File: src/rtl/muldiv_seq.sv
`default_nettype none
// ============================================================================
// muldiv_seq : multi-cycle 8051 MUL AB / DIV AB sequencer (shift-add / restoring)
// Optional stall-cycle counter enabled by defining MULDIV_STALL_CNT_EN.
// Revision   : 1.0
// ============================================================================
module muldiv_seq #(
  parameter int WIDTH     = 8,
  parameter int CNT_WIDTH = 16
) (
  input  logic                 i_clk,
  input  logic                 i_rst,
  input  logic                 i_start,
  input  logic                 i_op,
  input  logic [WIDTH-1:0]     i_a,
  input  logic [WIDTH-1:0]     i_b,
  output logic                 o_stall,
  output logic                 o_busy,
  output logic                 o_done,
  output logic [WIDTH-1:0]     o_res_a,
  output logic [WIDTH-1:0]     o_res_b,
  output logic                 o_cy,
  output logic                 o_ov,
  output logic [CNT_WIDTH-1:0] o_stall_cnt
);
  localparam int ITW = (WIDTH > 1) ? $clog2(WIDTH) : 1;

  typedef enum logic [1:0] {IDLE = 2'd0, RUN = 2'd1, DONE = 2'd2} state_t;

  state_t             state, state_nxt;
  logic [ITW-1:0]     iter;
  logic               op;
  logic [WIDTH-1:0]   opb;
  logic [2*WIDTH-1:0] prod, prod_nxt;
  logic [WIDTH:0]     rem, rem_nxt, rem_shift, rem_diff, mul_sum;
  logic [WIDTH-1:0]   quo, quo_nxt;
  logic [WIDTH-1:0]   res_a, res_b;
  logic               ov;
  logic               div_zero, last;

  assign div_zero = i_op && (i_b == '0);
  assign last     = (state == RUN) && (iter == '0);

  // Multiplier sits in the low half of prod and shifts out as the product shifts in.
  always_comb begin
    mul_sum   = {1'b0, prod[2*WIDTH-1:WIDTH]} + (prod[0] ? {1'b0, opb} : '0);
    prod_nxt  = {mul_sum, prod[WIDTH-1:1]};
    rem_shift = {rem[WIDTH-1:0], quo[WIDTH-1]};
    rem_diff  = rem_shift - {1'b0, opb};
    if (rem_shift >= {1'b0, opb}) begin
      rem_nxt = rem_diff;
      quo_nxt = {quo[WIDTH-2:0], 1'b1};
    end else begin
      rem_nxt = rem_shift;
      quo_nxt = {quo[WIDTH-2:0], 1'b0};
    end
  end

  always_comb begin
    state_nxt = state;
    case (state)
      IDLE:    if (i_start) state_nxt = div_zero ? DONE : RUN;
      RUN:     if (iter == '0) state_nxt = DONE;
      DONE:    state_nxt = IDLE;
      default: state_nxt = IDLE;
    endcase
  end

  always_ff @(posedge i_clk or posedge i_rst) begin
    if (i_rst) begin
      state <= IDLE;
      iter  <= '0;
      op    <= 1'b0;
      opb   <= '0;
      prod  <= '0;
      rem   <= '0;
      quo   <= '0;
      res_a <= '0;
      res_b <= '0;
      ov    <= 1'b0;
    end else begin
      state <= state_nxt;
      case (state)
        IDLE: begin
          if (i_start) begin
            op   <= i_op;
            opb  <= i_b;
            prod <= {{WIDTH{1'b0}}, i_a};
            rem  <= '0;
            quo  <= i_a;
            iter <= ITW'(WIDTH - 1);
            if (div_zero) begin
              res_a <= '1;
              res_b <= i_a;
              ov    <= 1'b1;
            end
          end
        end
        RUN: begin
          iter <= last ? '0 : iter - 1'b1;
          if (op) begin
            rem <= rem_nxt;
            quo <= quo_nxt;
          end else begin
            prod <= prod_nxt;
          end
          if (last) begin
            if (op) begin
              res_a <= quo_nxt;
              res_b <= rem_nxt[WIDTH-1:0];
              ov    <= 1'b0;
            end else begin
              res_a <= prod_nxt[WIDTH-1:0];
              res_b <= prod_nxt[2*WIDTH-1:WIDTH];
              ov    <= |prod_nxt[2*WIDTH-1:WIDTH];
            end
          end
        end
        default: ;
      endcase
    end
  end

  // Stall is combinational on i_start so the requesting instruction holds this cycle.
  assign o_stall = ~i_rst & (((state == IDLE) & i_start) | (state == RUN));
  assign o_busy  = (state != IDLE);
  assign o_done  = (state == DONE);
  assign o_res_a = res_a;
  assign o_res_b = res_b;
  assign o_ov    = ov;
  assign o_cy    = 1'b0;

`ifdef MULDIV_STALL_CNT_EN
  logic [CNT_WIDTH-1:0] stall_cnt;

  always_ff @(posedge i_clk or posedge i_rst) begin
    if (i_rst)
      stall_cnt <= '0;
    else if (o_stall && (stall_cnt != '1))
      stall_cnt <= stall_cnt + 1'b1;
  end

  assign o_stall_cnt = stall_cnt;
`else
  assign o_stall_cnt = '0;
`endif

endmodule
`default_nettype wire
File: config.mk
export PLATFORM = sky130hd
export DESIGN_NAME = muldiv_seq
export DESIGN_NICKNAME = d
export VERILOG_FILES = /design/src/rtl/muldiv_seq.sv
export SDC_FILE = /design/constraint.sdc
export NUM_CORES = 1
export LEC_CHECK = 0
export BUFFER_PORTS_ARGS = -buffer_cell sky130_fd_sc_hd__buf_2
export CAP_MARGIN = 0
export CORE_ASPECT_RATIO = 1.25
export CORE_MARGIN = 1
export CORE_UTILIZATION = 40
export CTS_BUF_LIST = sky130_fd_sc_hd__clkbuf_4 sky130_fd_sc_hd__clkbuf_8
export CTS_CLUSTER_DIAMETER = 40
export DETAILED_ROUTE_END_ITERATION = 8
export SYNTH_ARGS = -nofsm -noshare
export SYNTH_HDL_FRONTEND = slang
export SYNTH_SLANG_ARGS = --single-unit
File: constraint.sdc
create_clock -name i_clk -period 3.45 [get_ports i_clk]
set_input_delay 0.1725 -clock i_clk [delete_from_list [all_inputs] [get_ports i_clk]]
set_output_delay 0.1725 -clock i_clk [all_outputs]
set_load 0.01 [all_outputs]
==> run_results.csv <==
group,metric,value,unit
finish,n_antenna_cell,0,
place,placed_area,0.00393,mm²
finish,drive_gt1_share,13.8,%
routing,vias,3078,
sta,final.period_utilization,75.9,%
die,dieArea,0.00964,mm²
clock_network,hold_buffers,0,
yosys,ys_seq_area_share,42.6,%
setup_path,r2r-start,"prod[0]$_DFFE_PP0P_",
sta,timing.hold.ws,0.000929,ns
sta,finalSetupTns,0,ns
clock_network,insertion_delay,0.35,ns
routing,final_antenna_net_count,0,
routing,drt-initial-drc-count,133,
yosys,synth.top_cells.by_area,"dfrtp_1 (43%), ha_1 (6.1%), nand2_1 (6.1%), o21ai_0 (5.8%), a21oi_1 (4.5%)",
yosys,yosysMostFrequentCell,"dfrtp_1",
yosys,postSynthAreaPerCell,8.81,µm²
die,num_rows,38,
power_and_ir_drop,leakage,2.04,nW
sta,final-hold-violation-count,0,
finish,utilization,46.3,%
sta,rsz0062_at_grt,"no",
place,io_buffers,39,
clock_network,cts_resized,0,
setup_path,path_class,"register to register",
status,status,"finished clean",
grt,gr-total-overflow,0,
clock_network,cts_sinks,63,
sta,fin_crit,2.62,ns
power_and_ir_drop,ir_drop,336,µV
setup_path,arrival,2.85,ns
clock_network,h-tree-depth,3,
sta,final_max_slew_viol_count,0,
sta,fmax,0.382,GHz
place,dpl_worst_slack,0.851,ns
yosys,ys.warnings.count,0,
routing,first_pass_iters,4,
finish,fin_cells,576,
grt,grt_pass1_wl,15200,µm
clock_network,path_clk_slew,0.07,ns
sta,max-slew-margin-rel,44.1,%
run,max_cap_violations,0,
setup_path,endpoint_kind,"register",
finish,final.fill_count,888,
clock_network,cts_buffer_depth,2,
place,hpwl,7090,µm
clock_network,cts_buffers,9,
yosys,synth-edff-count,0,
sta,setup_violations,0,
yosys,post-synth-top-area-cell,"dfrtp_1",
yosys,async_flop_share,100,%
yosys,synthFlopType,"dfrtp_1",
place,post-place-cells,563,
setup_path,r2r-end,"o_ov$_DFFE_PP0P_",
die,fp.dieW,88.0,µm
finish,nNetsFinal,494,
yosys,synth_top_area_share,42.6,%
sta,timing.final.ws_setup,0.831,ns
clock_network,cts_tree,"done",
setup_path,reg2reg_depth,9,
die,io_pins,57,
grt,antenna_found_initial,0,
sta,tightestPinTransition,0.838,ns
finish,syn2layout_area_growth,10.7,%
yosys,synthCells,420,
hold_path,hold_path.class,"input pin to async pin",
clock_network,root_buffer,"clkbuf_8",
grt,grt_usage,21.4,%
grt,grt_pass1_vias,2956,
routing,drcViolationCount,0,
yosys,ys_types,48,
yosys,synth_common_cells,"dfrtp_1 (63), nand2_1 (60), o21ai_0 (43)",
routing,wl_per_cell,16.5,µm
power_and_ir_drop,p_per_area,988,mW/mm²
finish,stdcell_area,0.00410,mm²
routing,wl,9510,µm
power_and_ir_drop,fin_total_pwr,4.05,mW
die,die_h,110,µm
place,gp_congestion,0.893,
routing,via_per_inst,5.34,
die,coreArea,0.00884,mm²
setup_path,crit_fanout,9,
grt,grt_max_degree,39,
die,start_util,41.9,%
setup_path,required,3.68,ns
sta,finalClockSkew,0.00901,ns
yosys,syn_area,0.00370,mm²
setup_path,ff2ff_setup_slack,0.83,ns
setup_path,worstSetupStartpointType,"register",
yosys,ys_ff_latch,63,
clock_network,post_cts_buffers,0,
[where the power goes]
part	total [mW]	internal [mW]	leakage (nW)	switching, mW
clock	0.581	0.306	0.0902	0.274
combinational	2.17	0.847	1.16	1.33
sequential	1.29	1.06	0.781	0.229
[worst max path at each step]
stage                             start          endpoint
floorplan           prod[0]$_DFFE_PP0P_  o_ov$_DFFE_PP0P_
global placement    prod[0]$_DFFE_PP0P_  o_ov$_DFFE_PP0P_
detailed placement  prod[0]$_DFFE_PP0P_  o_ov$_DFFE_PP0P_
CTS                 prod[0]$_DFFE_PP0P_  o_ov$_DFFE_PP0P_
global route        prod[0]$_DFFE_PP0P_  o_ov$_DFFE_PP0P_
finish              prod[0]$_DFFE_PP0P_  o_ov$_DFFE_PP0P_
[metal layers]
layer | routed length (µm) | up-vias | global-route usage [%] | share of wire, %
met5 | 0 | - | 0 | 0
met1 | 4310 | 1472 | 26.7 | 45
li1 | - | 1513 | - | -
met3 | 311 | 23 | 4.28 | 3.3
met4 | 282 | 0 | 9.68 | 3.0
met2 | 4600 | 70 | 35.6 | 48
[cell type report]
class	count	area, µm²	area share [%]
Inverter	18	67.6	1.65
Multi-Input combinational cell	318	1900	46.4
Tap cell	120	150	3.66
Sequential cell	63	1580	38.5
Clock inverter	1	5.00	0.122
Clock buffer	12	165	4.03
Timing Repair Buffer	44	233	5.68
[sequential cells by signal, indices dropped and copies added, names as in the netlist]
| signal | flops |
|---|---|
| prod | 16 |
| state | 2 |
| op | 1 |
| opb | 8 |
| o_res_a | 8 |
| quo | 8 |
| o_ov | 1 |
| iter | 3 |
| o_res_b | 8 |
| rem | 8 |
[cells in the final DEF (no fill, tap or decap), types with 2 or more instances in the layout]
| cell | count |
|---|---|
| a211oi_1 | 7 |
| a21o_1 | 11 |
| a21oi_1 | 33 |
| a22o_1 | 3 |
| a31oi_1 | 8 |
| and2_1 | 17 |
| and3_1 | 6 |
| buf_2 | 39 |
| buf_4 | 5 |
| clkbuf_8 | 12 |
| conb_1 | 17 |
| dfrtp_1 | 63 |
| fa_1 | 2 |
| ha_1 | 18 |
| inv_1 | 17 |
| mux2i_1 | 3 |
| nand2_1 | 60 |
| nand2b_1 | 4 |
| nand3_1 | 8 |
| nand3b_1 | 2 |
| nor2_1 | 21 |
| nor2b_1 | 3 |
| nor3_1 | 3 |
| nor4b_1 | 2 |
| o211a_1 | 2 |
| o211ai_1 | 3 |
| o21ai_0 | 43 |
| o21ai_1 | 4 |
| o22a_1 | 2 |
| o22ai_1 | 7 |
| o31ai_1 | 6 |
| or3_1 | 2 |
| xnor2_1 | 5 |
| xor2_1 | 2 |
[worst max-delay path: stages, from the launching register on]
cell,delay (ns)
dfrtp_1,0.44
and2_1,0.19
ha_1,0.21
fa_1,0.43
a211oi_1,0.27
o21ai_0,0.13
o211a_1,0.16
or3b_2,0.44
mux2i_1,0.15
a21oi_1,0.08
[logic make-up after synthesis]
kind of cell	Yosys count	synth area share, %
other	1	0.101
xor gates and xnor gates	7	1.66
buffers and inverters	55	7.67
adders and majority gates	20	7.17
muxes	3	0.811
and+or+nand+nor	134	17.5
DFF	63	42.6
AOI/OAI and AO/OA	137	22.5
Power figures use the tool's default switching activity.
